$ cat src/rtl/cube_pkg.sv
// Shared types for the isometric cube rasteriser: default coordinate widths,
// span type wide enough to hold negative bounds, and the line-update FSM states.
package cube_pkg;

    localparam int CUBE_XW = 11;
    localparam int CUBE_YW = 10;

    typedef logic [CUBE_XW-1:0]        coord_t;
    typedef logic [CUBE_YW-1:0]        row_t;
    typedef logic signed [CUBE_XW+1:0] span_t;

    typedef enum logic [1:0] {
        IDLE = 2'd0,
        CALC = 2'd1,
        STEP = 2'd2,
        SPAN = 2'd3
    } state_t;

endpackage

$ cat src/rtl/cube_row_dda.sv
// One row DDA: tracks q(n) = floor(n*W/H) incrementally as n rises by one per line.
// q stops growing once it reaches W, since every consumer clips at W.
module cube_row_dda #(
    parameter int W  = 90,
    parameter int H  = 50,
    parameter int WQ = 1,
    parameter int WR = 40,
    parameter int QW = 7,
    parameter int RW = 7,
    parameter int NW = 13
) (
    input  logic                 clk,
    input  logic                 rst_n,
    input  logic                 upd_i,
    input  logic signed [NW-1:0] n_i,
    output logic [QW-1:0]        q_o,
    output logic                 valid_o
);

    localparam logic [QW-1:0] WQ_Q = QW'(WQ);
    localparam logic [QW-1:0] W_Q  = QW'(W);
    localparam logic [RW-1:0] WR_R = RW'(WR);
    localparam logic [RW-1:0] H_R  = RW'(H);

    logic [QW-1:0] q_q, q_d, q_sum;
    logic [RW-1:0] r_q, r_d, r_sum;
    logic          v_q, v_d;

    always_comb begin
        q_d   = q_q;
        r_d   = r_q;
        v_d   = v_q;
        q_sum = q_q + WQ_Q;
        r_sum = r_q + WR_R;
        if (upd_i) begin
            if (n_i == '0) begin
                q_d = '0;
                r_d = '0;
                v_d = 1'b1;
            end else if (n_i[NW-1]) begin
                v_d = 1'b0;
            end else if (q_q < W_Q) begin
                if (r_sum >= H_R) begin
                    q_d = q_sum + 1'b1;
                    r_d = r_sum - H_R;
                end else begin
                    q_d = q_sum;
                    r_d = r_sum;
                end
            end
        end
    end

    always_ff @(posedge clk or negedge rst_n) begin
        if (!rst_n) begin
            q_q <= '0;
            r_q <= '0;
            v_q <= 1'b0;
        end else begin
            q_q <= q_d;
            r_q <= r_d;
            v_q <= v_d;
        end
    end

    assign q_o     = q_q;
    assign valid_o = v_q;

endmodule

$ cat src/rtl/cube_raster_gen.sv
// Isometric cube rasteriser: three shared row DDAs produce per-line face spans,
// then each pixel is classified top/left/right against the registered spans.
module cube_raster_gen
    import cube_pkg::*;
#(
    parameter int XW = CUBE_XW,
    parameter int YW = CUBE_YW,
    parameter int W  = 90,
    parameter int H  = 50,
    parameter int D  = 120
) (
    input  logic          clk,
    input  logic          reset,
    input  logic          frame_start,
    input  logic          line_start,
    input  logic [XW-1:0] x_cnt,
    input  logic [YW-1:0] y_cnt,
    input  logic [XW-1:0] x_offset,
    input  logic [YW-1:0] y_offset,
    input  logic          enable,
    output logic          top_face,
    output logic          left_face,
    output logic          right_face,
    output logic          busy
);

    localparam int WQ = W / H;
    localparam int WR = W % H;
    localparam int NW = YW + 3;
    localparam int QW = $clog2(W + WQ + 2);
    localparam int RW = $clog2(2 * H);
    localparam int SW = XW + 2;

    typedef logic signed [NW-1:0] arg_t;
    typedef logic signed [SW-1:0] spn_t;

    localparam arg_t H_N   = arg_t'(H);
    localparam arg_t H2_N  = arg_t'(2 * H);
    localparam arg_t HD_N  = arg_t'(H + D);
    localparam arg_t H2D_N = arg_t'(2 * H + D);
    localparam spn_t W_S   = spn_t'(W);
    localparam spn_t WM1_S = spn_t'(W - 1);
    localparam spn_t ONE_S = spn_t'(1);

    state_t        state_q, state_d;
    logic [XW-1:0] xo_q, xo_d, lxo_q;
    logic [YW-1:0] yo_q, yo_d;
    logic          seen_q;
    arg_t          dy_q, dy_d, n_b, n_c;
    logic [QW-1:0] qa, qb, qc;
    logic          va, vb, vc;
    spn_t          xo_s, qa_s, qb_s, qc_s, half, hi, lo, xs;
    logic          in_a, in_b, top_ok_d, lr_ok_d, top_ok_q, lr_ok_q;
    spn_t          top_lo_q, top_hi_q, lft_lo_q, lft_hi_q, rgt_lo_q, rgt_hi_q;
    logic          hit_t, hit_l, hit_r, gate;
    logic          top_q, left_q, right_q;

    // A frame_start coinciding with line_start must already steer that line.
    assign xo_d = frame_start ? x_offset : xo_q;
    assign yo_d = frame_start ? y_offset : yo_q;
    assign dy_d = $signed({3'b000, y_cnt}) - $signed({3'b000, yo_d});

    always_comb begin
        state_d = state_q;
        case (state_q)
            IDLE:    if (line_start) state_d = CALC;
            CALC:    state_d = STEP;
            STEP:    state_d = SPAN;
            SPAN:    state_d = IDLE;
            default: state_d = IDLE;
        endcase
    end

    assign n_b = dy_q - H_N;
    assign n_c = dy_q - HD_N;

    cube_row_dda #(.W(W), .H(H), .WQ(WQ), .WR(WR), .QW(QW), .RW(RW), .NW(NW)) u_dda_a (
        .clk(clk), .rst_n(reset), .upd_i(state_q == CALC), .n_i(dy_q), .q_o(qa), .valid_o(va));
    cube_row_dda #(.W(W), .H(H), .WQ(WQ), .WR(WR), .QW(QW), .RW(RW), .NW(NW)) u_dda_b (
        .clk(clk), .rst_n(reset), .upd_i(state_q == CALC), .n_i(n_b), .q_o(qb), .valid_o(vb));
    cube_row_dda #(.W(W), .H(H), .WQ(WQ), .WR(WR), .QW(QW), .RW(RW), .NW(NW)) u_dda_c (
        .clk(clk), .rst_n(reset), .upd_i(state_q == CALC), .n_i(n_c), .q_o(qc), .valid_o(vc));

    // Span bounds are signed so bounds left of column 0 never wrap onto the far right.
    always_comb begin
        xo_s     = $signed({2'b00, lxo_q});
        qa_s     = $signed({{(SW-QW){1'b0}}, qa});
        qb_s     = $signed({{(SW-QW){1'b0}}, qb});
        qc_s     = $signed({{(SW-QW){1'b0}}, qc});
        in_a     = !dy_q[NW-1] && (dy_q <= H_N);
        in_b     = (dy_q > H_N) && (dy_q < H2_N);
        half     = in_a ? qa_s : (W_S - qb_s);
        top_ok_d = (in_a && va) || (in_b && vb);
        hi       = (qb_s < WM1_S) ? qb_s : WM1_S;
        lo       = '0;
        if (vc) lo = (qc_s < W_S) ? (qc_s + ONE_S) : W_S;
        lr_ok_d  = (dy_q >= H_N) && (dy_q < H2D_N) && vb && (lo <= hi);
    end

    always_comb begin
        xs    = $signed({2'b00, x_cnt});
        hit_t = top_ok_q && (xs >= top_lo_q) && (xs <= top_hi_q);
        hit_l = lr_ok_q && (xs >= lft_lo_q) && (xs <= lft_hi_q);
        hit_r = lr_ok_q && (xs >= rgt_lo_q) && (xs <= rgt_hi_q);
        gate  = enable && seen_q && (state_d == IDLE);
    end

    always_ff @(posedge clk or negedge reset) begin
        if (!reset) begin
            state_q  <= IDLE;
            xo_q     <= '0;
            yo_q     <= '0;
            seen_q   <= 1'b0;
            lxo_q    <= '0;
            dy_q     <= '0;
            top_ok_q <= 1'b0;
            lr_ok_q  <= 1'b0;
            top_lo_q <= '0;
            top_hi_q <= '0;
            lft_lo_q <= '0;
            lft_hi_q <= '0;
            rgt_lo_q <= '0;
            rgt_hi_q <= '0;
            top_q    <= 1'b0;
            left_q   <= 1'b0;
            right_q  <= 1'b0;
        end else begin
            state_q <= state_d;
            xo_q    <= xo_d;
            yo_q    <= yo_d;
            if (frame_start) seen_q <= 1'b1;
            if (state_q == IDLE && line_start) begin
                lxo_q <= xo_d;
                dy_q  <= dy_d;
            end
            if (state_q == STEP) begin
                top_ok_q <= top_ok_d;
                lr_ok_q  <= lr_ok_d;
                top_lo_q <= xo_s - half;
                top_hi_q <= xo_s + half;
                lft_lo_q <= xo_s - W_S + lo;
                lft_hi_q <= xo_s - W_S + hi;
                rgt_lo_q <= xo_s + W_S - hi;
                rgt_hi_q <= xo_s + W_S - lo;
            end
            top_q   <= gate && hit_t;
            left_q  <= gate && hit_l && !hit_t;
            right_q <= gate && hit_r && !hit_t;
        end
    end

    assign top_face   = top_q;
    assign left_face  = left_q;
    assign right_face = right_q;
    assign busy       = (state_q != IDLE);

endmodule

$ cat config.mk
export PLATFORM = sky130hd
export DESIGN_NAME = cube_raster_gen
export DESIGN_NICKNAME = d
export VERILOG_FILES = /design/src/rtl/cube_pkg.sv /design/src/rtl/cube_row_dda.sv /design/src/rtl/cube_raster_gen.sv
export SDC_FILE = /design/constraint.sdc
export NUM_CORES = 1
export LEC_CHECK = 0
export CAP_MARGIN = 40
export CORE_UTILIZATION = 40
export DETAILED_ROUTE_END_ITERATION = 16
export DONT_BUFFER_PORTS = 1
export GPL_TIMING_DRIVEN = 0
export PLACE_DENSITY_LB_ADDON = 0.1
export SYNTH_ARGS = -nofsm -noshare
export SYNTH_HDL_FRONTEND = slang
export SYNTH_SLANG_ARGS = --single-unit
$ cat constraint.sdc
create_clock -name clk -period 6 [get_ports clk]
set_clock_uncertainty 0.1 [all_clocks]
set_input_delay 0.6 -clock clk [delete_from_list [all_inputs] [get_ports clk]]
set_output_delay 0.6 -clock clk [all_outputs]
set_load 0.05 [all_outputs]
==> results.py <==
metrics = {
    "run_status": {
        "status": "finished, final reports clean",
    },
    "global_routing": {
        "antenna_found_initial": 0,
        "overflow": 0,
        "grt_pass1_wl_um": 60500,
        "track_usage": 0.231,
        "grt_max_degree": 169,
        "grt_pass1_vias": 10700,
    },
    "synth": {
        "synth-seq-cells": 168,
        "yosysTopAreaCell": "dfrtp_1",
        "yosysTopAreaCellShare": 0.312,
        "syn_nets": 1757,
        "synth_edf_count": 0,
        "synthAdderAreaFrac": 0.162,
        "ys.flop_type": "dfrtp_1",
        "netlist_area_mm2": 0.0135,
        "synth-xor-area-share": 0.0604,
        "synth_cell_types": 93,
        "synth.area.mux_share": 0.0376,
        "netlist_instances": 1539,
        "ys_seq_area_frac": 0.312,
        "async_flop_share": 1.00,
        "synth_area_leaders": "dfrtp_1 (31%), ha_1 (15%), inv_1 (4.5%), o21ai_0 (4.2%), a21oi_1 (3.8%)",
        "yosysWarnings": 0,
        "synth_top_family_by_area": "compound AO/OA/AOI/OAI gates",
        "synth_compound_area_frac": 0.203,
        "synthSimpleGateAreaFrac": 0.159,
        "avgSynthCellArea_um2": 8.77,
    },
    "sta": {
        "tns_ns": 0,
        "maxSlewViolCount": 0,
        "max_slew_margin": 0.397,
        "rsz0062_at_grt": "false",
        "finalHoldViolCount": 0,
        "post-route-min-period_ns": 4.97,
        "worst_pin_slew_ns": 0.893,
        "fmax_mhz": 201,
        "finalCritPeriodShare": 0.828,
        "setup_viol": 0,
    },
    "die": {
        "die_area_mm2": 0.0345,
        "die_w_um": 186,
        "core-area_mm2": 0.0329,
        "start_util": 0.410,
        "placementRows": 66,
        "io-pin-count": 51,
        "die_h_um": 186,
    },
    "final_layout": {
        "drive_gt1_frac": 0.0590,
        "antenna_cells": 0,
        "fill_cells": 3327,
        "final_nets": 1781,
        "final_cells": 2018,
        "area_growth_pct": 8.84,
    },
    "route": {
        "vias": 11100,
        "drc": 0,
        "drt_pass1_iterations": 5,
        "drtIter0Drc": 585,
        "wirelength_um": 37800,
        "route.antenna.remaining_nets": 0,
        "avgRoutedWirePerCell_um": 18.7,
        "vias_per_cell": 5.49,
    },
    "clock_tree": {
        "cts_max_path_buffers": 2,
        "clk_latency_ns": 0.46,
        "cts_made_buffers": 17,
        "htreeDepth": 4,
        "cts_sinks": 168,
        "cts-root-buf": "clkbuf_16",
        "post-cts-setup-buffer-count": 0,
        "tritoncts": "yes",
        "clkTransAtPathRegs_ns": 0.07,
    },
    "worst_setup_path": {
        "crit_fanout": 9,
        "worstPathCellList": "buf_2, or4_4, or4_4, a21oi_2, nand2_1, o21ai_0, ha_1, inv_1, fa_1, nor2b_1, o311ai_0, a211oi_1, o21ai_0, a21o_2, a31oi_1",
        "endpoint_kind": "flip-flop",
        "r2r-end": "top_lo_q[12]",
        "rr_startpoint": "dy_q[8]",
        "crit_required_ns": 6.21,
        "rr_worst_depth": 15,
        "critPathKind": "flip-flop to flip-flop",
        "cp_data_arrival_time_ns": 5.18,
        "slowest_delay_ns": 0.76,
        "timing.reg2reg.setup_slack_ns": 1.03,
        "cp-start-kind": "flip-flop",
        "critPathSlowestCell": "o311ai_0",
    },
    "pwr": {
        "peakVddDrop_uv": 259,
        "p_leak_uw": 0.00667,
        "p_per_area_mw_per_mm2": 634,
    },
    "run": {
        "drv_cap": 0,
    },
    "worst_hold_path": {
        "hp-class": "primary input to asynchronous set/reset pin",
    },
    "place": {
        "port_buffers": 0,
        "gp_congestion": 0.906,
        "dp_cells": 1985,
        "dpl.hpwl_um": 29700,
    },
}
==> state kept, by name (all words and copies together), names as in the netlist, 2 cells and up <==
| name | flops |
|---|---|
| lft_hi_q | 13 |
| lft_lo_q | 13 |
| top_lo_q | 13 |
| rgt_hi_q | 12 |
| rgt_lo_q | 12 |
| top_hi_q | 12 |
| dy_q | 11 |
| lxo_q | 11 |
| xo_q | 11 |
| yo_q | 10 |
| u_dda_a.q_o | 7 |
| u_dda_b.q_o | 7 |
| u_dda_c.q_o | 7 |
| u_dda_a.r_q | 6 |
| u_dda_b.r_q | 6 |
| u_dda_c.r_q | 6 |
| state_q | 2 |
==> worst max path at each step <==
stage / end / slack [ns] / from / depth (start not counted)
3_5_place_dp: top_lo_q[12] / 1.11 / dy_q[8] / 15
5_1_grt: top_lo_q[12] / 0.79 / dy_q[8] / 15
2_1_floorplan: top_lo_q[12] / 1.93 / dy_q[7] / 15
4_1_cts: top_lo_q[12] / 1.07 / dy_q[8] / 15
6_report: top_lo_q[12] / 1.03 / dy_q[8] / 15
3_3_place_gp: top_lo_q[12] / 1.16 / dy_q[8] / 15
==> logic make-up (layout without fill, tap and decap cells) <==
kind of cell             Yosys count  count (layout)
AO/OA/AOI/OAI                    420             420
XOR/XNOR                          93              93
adder cells (fa/ha/maj)          171             171
buffers and inverters            216             253
flip-flops                       168             168
multiplexers                      48              48
other                              2               2
AND/OR/NAND/NOR                  421             421
==> placed cells by master (no fill, tap or decap), types with 17 or more instances in the layout <==
| master | n |
|---|---|
| xnor2_1 | 55 |
| o21a_1 | 23 |
| o31ai_1 | 21 |
| clkbuf_16 | 17 |
| xor2_1 | 38 |
| o21ai_0 | 112 |
| a21oi_1 | 102 |
| clkbuf_1 | 39 |
| mux2_2 | 21 |
| ha_1 | 164 |
| nor2_1 | 94 |
| nor3_1 | 37 |
| dfrtp_1 | 168 |
| mux2i_1 | 27 |
| nand2b_1 | 19 |
| inv_1 | 163 |
| nand2_1 | 116 |
| nor2b_1 | 25 |
| nand3_1 | 31 |
==> where the power goes <==
group	internal (µW)	leakage, µW	switching [µW]
clock network	637	0.000277	494
registers	1590	0.00202	390
logic	2440	0.00438	3750
total	4670	0.00667	4640
==> final cells by class <==
class	count	area [µm²]	area share
Buffer	52	263	0.0179
Sequential cell	168	4200	0.286
Clock buffer	22	464	0.0316
Tap cell	442	553	0.0377
Timing Repair Buffer	5	56.3	0.00383
Multi-Input combinational cell	1155	8400	0.572
Clock inverter	10	119	0.00810
Inverter	164	621	0.0423
==> Yosys cell counts, types with 8 or more instances <==
| cell type | instances |
|---|---|
| a211oi_1 | 14 |
| a21o_1 | 14 |
| a21oi_1 | 102 |
| a31oi_1 | 16 |
| and2_1 | 11 |
| and3_1 | 8 |
| clkbuf_1 | 36 |
| dfrtp_1 | 168 |
| ha_1 | 164 |
| inv_1 | 163 |
| mux2_2 | 21 |
| mux2i_1 | 27 |
| nand2_1 | 116 |
| nand2b_1 | 19 |
| nand3_1 | 31 |
| nand4_1 | 15 |
| nor2_1 | 94 |
| nor2b_1 | 25 |
| nor3_1 | 37 |
| nor4_1 | 10 |
| o211ai_1 | 13 |
| o21a_1 | 23 |
| o21ai_0 | 112 |
| o31ai_1 | 21 |
| or3_1 | 11 |
| xnor2_1 | 55 |
| xor2_1 | 38 |
==> worst max-delay path: cells and delay by family, from the launching register on <==
| family | cells | cell delay, ns |
|---|---|---|
| AOI/OAI and AO/OA | 7 | 2.07 |
| adders and majority gates | 2 | 0.64 |
| buffers and inverters | 2 | 0.24 |
| DFF | 1 | 0.35 |
| and+or+nand+nor | 4 | 1.42 |
==> metrics by stage <==
step / hold WS (ns) / util / worst slack, ns / instance area [µm²] / power, µW
floorplan: 0.204 / - / 1.93 / 13500 / 6510
global placement: 0.211 / 0.427 / 1.16 / 14000 / 8030
detailed placement: 0.211 / 0.428 / 1.11 / 14100 / 8110
CTS: 0.129 / 0.447 / 1.07 / 14700 / 9310
global route: 0.128 / 0.447 / 0.793 / 14700 / 10200
finish: 0.0757 / 0.447 / 1.03 / 14700 / 9300
==> repair_timing <==
item,in CTS,in global routing
resized for setup,0,0
endpoints found under the setup margin,0,0
hold endpoints to repair,168,0
hold buffers,1,0
==> layer usage <==
layer | global-route usage | vias up | wire length (µm)
li1 | - | 5523 | -
met1 | 0.311 | 5323 | 18000
met2 | 0.385 | 196 | 17900
met3 | 0.0382 | 38 | 1230
met4 | 0.0580 | 0 | 659
met5 | 0 | - | 0
Note: power is estimated with default switching activity, not from simulation.
